$ cat src/rtl/tow_pull_arbiter.sv
// Tug-of-war pull arbiter: edge-detects both buttons, grants at most one pull per cycle,
// applies a post-pull lockout and tracks rope position. Optional macro: TOW_TIE_CANCEL_EN.
module tow_pull_arbiter #(
    parameter int unsigned LIMIT       = 8,
    parameter int unsigned LOCKOUT_CYC = 4
) (
    input  logic              clk,
    input  logic              reset,
    input  logic              start,
    input  logic              l_in,
    input  logic              r_in,
    output logic              grant_l,
    output logic              grant_r,
    output logic signed [7:0] pos,
    output logic [1:0]        winner,
    output logic              busy
);

    typedef enum logic [1:0] {IDLE, PLAY, LOCK, DONE} state_t;

    localparam logic signed [7:0] POS_LIM   = 8'(LIMIT);
    localparam logic [7:0]        LOCK_LOAD = 8'(LOCKOUT_CYC - 1);

    state_t            state, state_next;
    logic              l_q, r_q;
    logic              l_rise, r_rise;
    logic              prio, prio_next;
    logic [7:0]        lock_cnt, cnt_next;
    logic signed [7:0] pos_next, pos_step;
    logic              take_l, take_r, restart;
    logic              grant_l_d, grant_r_d, busy_d;
    logic [1:0]        winner_d;

    assign l_rise = l_in & ~l_q;
    assign r_rise = r_in & ~r_q;

    always_ff @(posedge clk or negedge reset) begin
        if (!reset) begin
            state    <= IDLE;
            l_q      <= 1'b0;
            r_q      <= 1'b0;
            prio     <= 1'b0;
            lock_cnt <= '0;
            pos      <= '0;
            winner   <= '0;
            grant_l  <= 1'b0;
            grant_r  <= 1'b0;
            busy     <= 1'b0;
        end else begin
            state    <= state_next;
            l_q      <= l_in;
            r_q      <= r_in;
            prio     <= prio_next;
            lock_cnt <= cnt_next;
            pos      <= pos_next;
            winner   <= winner_d;
            grant_l  <= grant_l_d;
            grant_r  <= grant_r_d;
            busy     <= busy_d;
        end
    end

    // prio: 0 = left wins the next tie, 1 = right wins it
    always_comb begin
        state_next = state;
        prio_next  = prio;
        cnt_next   = lock_cnt;
        pos_next   = pos;
        pos_step   = pos;
        take_l     = 1'b0;
        take_r     = 1'b0;
        restart    = 1'b0;
        if (start) begin
            restart    = 1'b1;
            state_next = PLAY;
            prio_next  = 1'b0;
            cnt_next   = '0;
            pos_next   = '0;
        end else begin
            case (state)
                PLAY: begin
`ifdef TOW_TIE_CANCEL_EN
                    if (l_rise ^ r_rise) begin
                        take_l = l_rise;
                        take_r = r_rise;
                    end
`else
                    if (l_rise && r_rise) begin
                        take_l    = ~prio;
                        take_r    = prio;
                        prio_next = ~prio;
                    end else begin
                        take_l = l_rise;
                        take_r = r_rise;
                    end
`endif
                    if (take_l || take_r) begin
                        pos_step = take_l ? pos - 8'sd1 : pos + 8'sd1;
                        pos_next = pos_step;
                        if (pos_step == POS_LIM || pos_step == -POS_LIM) begin
                            state_next = DONE;
                        end else begin
                            state_next = LOCK;
                            cnt_next   = LOCK_LOAD;
                        end
                    end
                end
                LOCK: begin
                    if (lock_cnt == '0) state_next = PLAY;
                    else                cnt_next   = lock_cnt - 8'd1;
                end
                default: ;
            endcase
        end
    end

    always_comb begin
        grant_l_d = take_l;
        grant_r_d = take_r;
        busy_d    = (state_next == PLAY) || (state_next == LOCK);
        winner_d  = winner;
        if (restart)
            winner_d = 2'b00;
        else if (state == PLAY && state_next == DONE)
            winner_d = take_l ? 2'b01 : 2'b10;
    end

endmodule
$ cat config.mk
export PLATFORM = sky130hd
export DESIGN_NAME = tow_pull_arbiter
export DESIGN_NICKNAME = d
export VERILOG_FILES = /design/src/rtl/tow_pull_arbiter.sv
export SDC_FILE = /design/constraint.sdc
export NUM_CORES = 1
export LEC_CHECK = 0
export ABC_AREA = 1
export CAP_MARGIN = 20
export CORE_MARGIN = 5
export CORE_UTILIZATION = 63
export CTS_BUF_LIST = sky130_fd_sc_hd__clkbuf_2
export DETAILED_ROUTE_END_ITERATION = 6
export HOLD_SLACK_MARGIN = 0.02
export PLACE_DENSITY = 0.87
export SLEW_MARGIN = 30
export SYNTH_ARGS = -nofsm -noshare
export SYNTH_HDL_FRONTEND = slang
export SYNTH_SLANG_ARGS = --single-unit
$ cat constraint.sdc
create_clock -name clk -period 4.9 [get_ports clk]
set_input_delay 0.735 -clock clk [delete_from_list [all_inputs] [get_ports clk]]
set_output_delay 0.735 -clock clk [all_outputs]
set_load 0.02 [all_outputs]
Yosys cells after proc, flatten, opt, wreduce, memory -nomap -nowiden
Index checks and enable logic that the tools add are counted.
Widths: inputs -> output; s select.
{"block": "totals", "in_bits": 5, "romBits": 0, "elab_cells": 73, "reg_bits": 26, "n_memories": 0, "mem_bits_rw": 0, "latch_bits": 0, "out_inout_bits": 13}
{"block": "op_classes", "n_addsub": 3, "shift": 0, "n_lt_le_gt_ge": 0, "n_mux": 31, "div": 0, "mul": 0, "eq_ne": 10, "bitwise": 5, "reduce_logical": 14}
{"cell": "$mux 8", "count": 8}
{"cell": "$pmux 8 s2", "count": 1}
{"cell": "$mux 1", "count": 15}
{"cell": "$mux 2", "count": 6}
{"cell": "$ne 3x3->1 const B", "count": 3}
{"cell": "$add 8x2->8 const B", "count": 1}
{"cell": "$eq 8x4->1 const B", "count": 1}
{"cell": "$eq 8x5->1 const B", "count": 1}
{"cell": "$logic_not 8->1", "count": 1}
{"cell": "$reduce_bool 2->1", "count": 4}
{"cell": "$sub 8x1->8 const B", "count": 1}
{"cell": "$sub 8x2->8 const B", "count": 1}
{"cell": "$eq 2x2->1 const B", "count": 3}
{"cell": "$eq 2x1->1 const B", "count": 2}
{"cell": "$pmux 2 s2", "count": 1}
{"cell": "$reduce_and 2->1", "count": 2}
{"cell": "$reduce_and 4->1", "count": 1}
{"cell": "$logic_or 1x1->1", "count": 3}
{"cell": "$not 1->1", "count": 3}
{"cell": "$reduce_bool 3->1", "count": 1}
{"cell": "$and 1x1->1", "count": 2}
{"cell": "$logic_and 1x1->1", "count": 2}

Logic depth before layout (Yosys ltp)
{"block": "depth", "depth_word": 17, "ltp_mapped": 22, "mapped_depth_nobuf": 22}

Least setup slack after synthesis
Ideal clock, no wire load.
{"block": "synth_timing", "path_kind": "input -> register", "from": "input l_in", "to": "register winner[0]", "setup_slack_ns": 1.648, "t_arrival_ns": 3.128, "n_path_buf": 0, "path_stages": 22, "setup_time_ns": 0.125, "required_time_ns": 4.775, "cell_sequence": "inv_1 nor2_4 nand2_2 inv_1 ha_1 nand2_1 nand2_2 a21oi_2 nand2_1 nand2_1 nand2_1 nor2_1 nand3_1 nand3_2 nand2_1 nand2_1 nand2_1 nand2_1 ha_1 inv_1 o21ai_0 mux2_2"}
{"block": "synth_via", "elab_chain_cells": 15, "elab_cells_between_ends": 25, "cone_classes": "eq/ne (3); mux (16); bitwise (1); reduce/logical (5)"}
{"element": "from (decl)", "line": "10", "rtl": "input logic l_in,"}
{"element": "$and 1x1->1 *", "line": "34", "rtl": "assign l_rise = l_in & ~l_q;"}
{"element": "$logic_and 1x1->1", "line": "88", "rtl": "if (l_rise && r_rise) begin"}
{"element": "$mux 1", "line": "88"}
{"element": "$mux 1", "line": "80", "rtl": "case (state)"}
{"element": "$mux 1", "line": "73", "rtl": "if (start) begin"}
{"element": "$mux 8", "line": "98", "rtl": "pos_step = take_l ? pos - 8'sd1 : pos + 8'sd1;"}
{"element": "$eq 8x5->1 / $eq 8x4->1 (equally long branches)", "line": "100", "rtl": "if (pos_step == POS_LIM || pos_step == -POS_LIM) begin"}
{"element": "$logic_or 1x1->1", "line": "100"}
{"element": "$mux 1", "line": "100"}
{"element": "$mux 2 *", "line": "97", "rtl": "if (take_l || take_r) begin"}
{"element": "$pmux 2 s2 *", "line": "80"}
{"element": "$mux 2 *", "line": "73"}
{"element": "via state_next[0]", "line": "24", "rtl": "state_t state, state_next;"}
{"element": "$eq 2x2->1 *", "line": "124", "rtl": "else if (state == PLAY && state_next == DONE)"}
{"element": "$logic_and 1x1->1 *", "line": "124"}
{"element": "$reduce_bool 2->1 (no line) *"}
{"element": "to (signal assigned)", "line": "56", "rtl": "winner <= winner_d;"}
{"element": "to (decl)", "line": "15", "rtl": "output logic [1:0] winner,"}
The timed path passes the listed nets; every way through them passes the cells marked *. The select of a mux whose other input is x is not followed.
A chain may end at the register's enable or synchronous reset.

Worst setup path after layout
Same ends and word-level chain as after synthesis.

==> results.sh <==
export IMPL_synth_top_area_cell="dfrtp_1"
export IMPL_htreeDepth=1
export IMPL_critPathRequiredTime_ns=5.19
export IMPL_seq_area_um2=651
export IMPL_cp_max_fo=7
export IMPL_yosysSeqAreaShare_pct=36.1
export IMPL_finalInstanceArea_um2=2060
export IMPL_yosysTopAreaCellShare_pct=36.1
export IMPL_rsz0062_at_grt="false"
export IMPL_root_buffer="clkbuf_2"
export IMPL_status="complete, no violations"
export IMPL_drive_gt1_share_pct=13.8
export IMPL_hold_class="reg2reg"
export IMPL_setup_ws_ns=1.11
export IMPL_first_pass_iters=4
export IMPL_synth_edff_count=0
export IMPL_cts_tree="built"
export IMPL_row_count=19
export IMPL_drc=0
export IMPL_synth_main_ff_cell="dfrtp_1"
export IMPL_wirelength_um=3950
export IMPL_finalMaxSlewViolations=0
export IMPL_io_pins=18
export IMPL_fin_setup_tns_ns=0
export IMPL_post_dp_cell_area_um2=2010
export IMPL_multi_input_area_um2=1020
export IMPL_grt_pass1_wl_um=6940
export IMPL_period_minus_slack_ns=3.79
export IMPL_antenna_left=0
export IMPL_fillCellCount=219
export IMPL_post_cts_buffers=0
export IMPL_cp_arrival_ns=4.08
export IMPL_coreArea_um2=2760
export IMPL_synth_nets=249
export IMPL_routabilityCongestion=0.902
export IMPL_finalClockSkew_ns=0.0160
export IMPL_finalHoldViolCount=0
export IMPL_cts_buffer_depth=2
export IMPL_yosys_top_cells_area="dfrtp_1 36%, nand2_1 12%, ha_1 7.6%"
export IMPL_holdWs_ns=0.557
export IMPL_ys_seq_elements=26
export IMPL_grt_max_degree=27
export IMPL_gr_total_overflow=0
export IMPL_yosysWarnings=0
export IMPL_cts_resized=0
export IMPL_avgSynthCellArea_um2=7.77
export IMPL_hpwl_um=2920
export IMPL_ir_drop_uv=391
export IMPL_clk_pin_slew_ns=0.25
export IMPL_dp_slack_ns=0.748
export IMPL_initial_core_util_pct=65.4
export IMPL_die_x_um=63.5
export IMPL_end_kind="flip-flop"
export IMPL_min_period_over_period_pct=77.3
export IMPL_drt_iter0_drc=47
export IMPL_antenna_found_initial=0
export IMPL_num_vias=1578
export IMPL_post_synth_num_cell_types=31
export IMPL_area_delta_synth_final_pct=14.2
export IMPL_setup_viol=0
export IMPL_die_area_um2=4030
export IMPL_synthArstFlopShare_pct=100
export IMPL_holdBufCountCts=0
export IMPL_cts_made_buffers=3
export IMPL_port_buffers=17
export IMPL_p_per_area_nw_per_um2=409
export IMPL_grt_pass1_vias=1562
export IMPL_relSlewSlack_pct=71.4
export IMPL_worst_pin_slew_ns=0.428
export IMPL_fmax_ghz=0.264
export IMPL_wl_per_cell_um=13.9
export IMPL_final_nets=271
export IMPL_critical_path_class="in2reg"
export IMPL_clk_latency_ns=0.37
export IMPL_reg2reg_slack_ns=1.54
export IMPL_fin_util_pct=74.7
export IMPL_numClockSinks=26
export IMPL_grtUsageTotal_pct=21.4
export IMPL_max_cap_violations=0
export IMPL_leakagePower_nw=1.05
export IMPL_diodes=0
export IMPL_die_h_um=63.5
export IMPL_synthCells=232
export IMPL_cp_start_kind="primary input"
export IMPL_netlist_area_um2=1800
export IMPL_post_drt_via_cell_ratio=5.56
==> through the flow <==
step	total power, W	instances
6_report	0.000842	284
5_1_grt	0.000915	284
4_1_cts	0.000844	284
3_5_place_dp	0.000702	280
3_3_place_gp	0.000694	280
2_1_floorplan	0.000584	232
==> sequential cells by signal, indices dropped and copies added, names as in the netlist <==
register  flops
grant_r       1
pos           8
busy          1
state         2
grant_l       1
l_q           1
lock_cnt      8
r_q           1
winner        2
prio          1
==> cells in the mapped netlist (4+ instances only) <==
cell,count
inv_1,31
a21oi_1,7
nand2_1,56
nand3_2,5
nor3_1,4
ha_1,11
nor2_1,14
nand3_1,25
dfrtp_1,26
xor2_1,5
nand2_2,13
o21ai_0,9
==> final timing paths <==
path	from	endpoint	cells past startpoint
setup reg to reg	l_q	winner[0]	21
min in group asynchronous	reset	pos[7]	2
hold reg to reg	winner[1]	winner[1]	2
hold / removal	winner[1]	winner[1]	2
setup / recovery	l_in	winner[0]	23
max in group asynchronous	reset	lock_cnt[3]	2
==> critical path, cell delays in order <==
cell,delay (ns)
clkdlybuf4s50_1,0.48
inv_1,0.07
nor2_4,0.14
nand2_2,0.11
inv_1,0.23
ha_1,0.35
nand2_1,0.12
nand3_2,0.13
nand2_1,0.11
nand2_1,0.05
nand2_1,0.08
nand2_1,0.07
nor2_1,0.11
nand3_1,0.09
nand3_2,0.11
nand2_1,0.05
nand2_1,0.06
nand2_1,0.05
nand2_1,0.08
ha_1,0.14
inv_1,0.05
o21ai_0,0.27
mux2_2,0.38
==> placed cells by master, fill, tap and decap left out, drive strengths merged <==
cell	count
mux2	1
nand3	30
buf	1
a21oi	8
ha	11
bufinv	1
inv	33
nor2	16
xnor2	3
a31oi	2
or2	1
xor2	5
clkdlybuf4s50	17
o22ai	2
clkbuf	3
fa	1
a211oi	1
nor4	1
o21ai	9
clkinv	1
dfrtp	26
o32ai	1
o211ai	1
nand4	2
nor3	5
nand2	71
==> metal layers <==
metal  wire, µm  global-route usage, %  part of all wire [%]  vias to the layer above
li1           -                      -                     -                      795
met1       1840                   28.8                    47                      730
met2       1780                   33.2                    45                       47
met3        273                   5.68                   6.9                        6
met4         52                   7.27                   1.3                        0
met5          0                      0                     0                        -
==> power by group <==
part | internal (W) | switching [W] | total [W]
Sequential | 0.000253 | 0.0000357 | 0.000289
Combinational | 0.000153 | 0.000265 | 0.000418
Clock | 0.0000703 | 0.0000652 | 0.000135
Total | 0.000477 | 0.000365 | 0.000842
==> kinds of logic (layout without fill, tap and decap cells) <==
family	count (synthesis)	after routing	synth area share, %
multiplexers	1	1	0.625
AO/OA/AOI/OAI	24	24	8.40
flip-flops	26	26	36.1
adder cells (fa/ha/maj)	12	12	8.74
buffers and inverters	35	56	7.42
XOR/XNOR	8	8	3.89
AND/OR/NAND/NOR	126	126	34.8
==> area by class of cell <==
type | count | share of cell area (%)
clock buffer | 3 | 0.729
inverter | 34 | 6.26
timing repair buffer | 18 | 8.63
clock inverter | 1 | 1.46
tap | 31 | 1.88
multi-input combinational | 171 | 49.5
sequential | 26 | 31.6
Note: power is estimated with default switching activity, not from simulation.
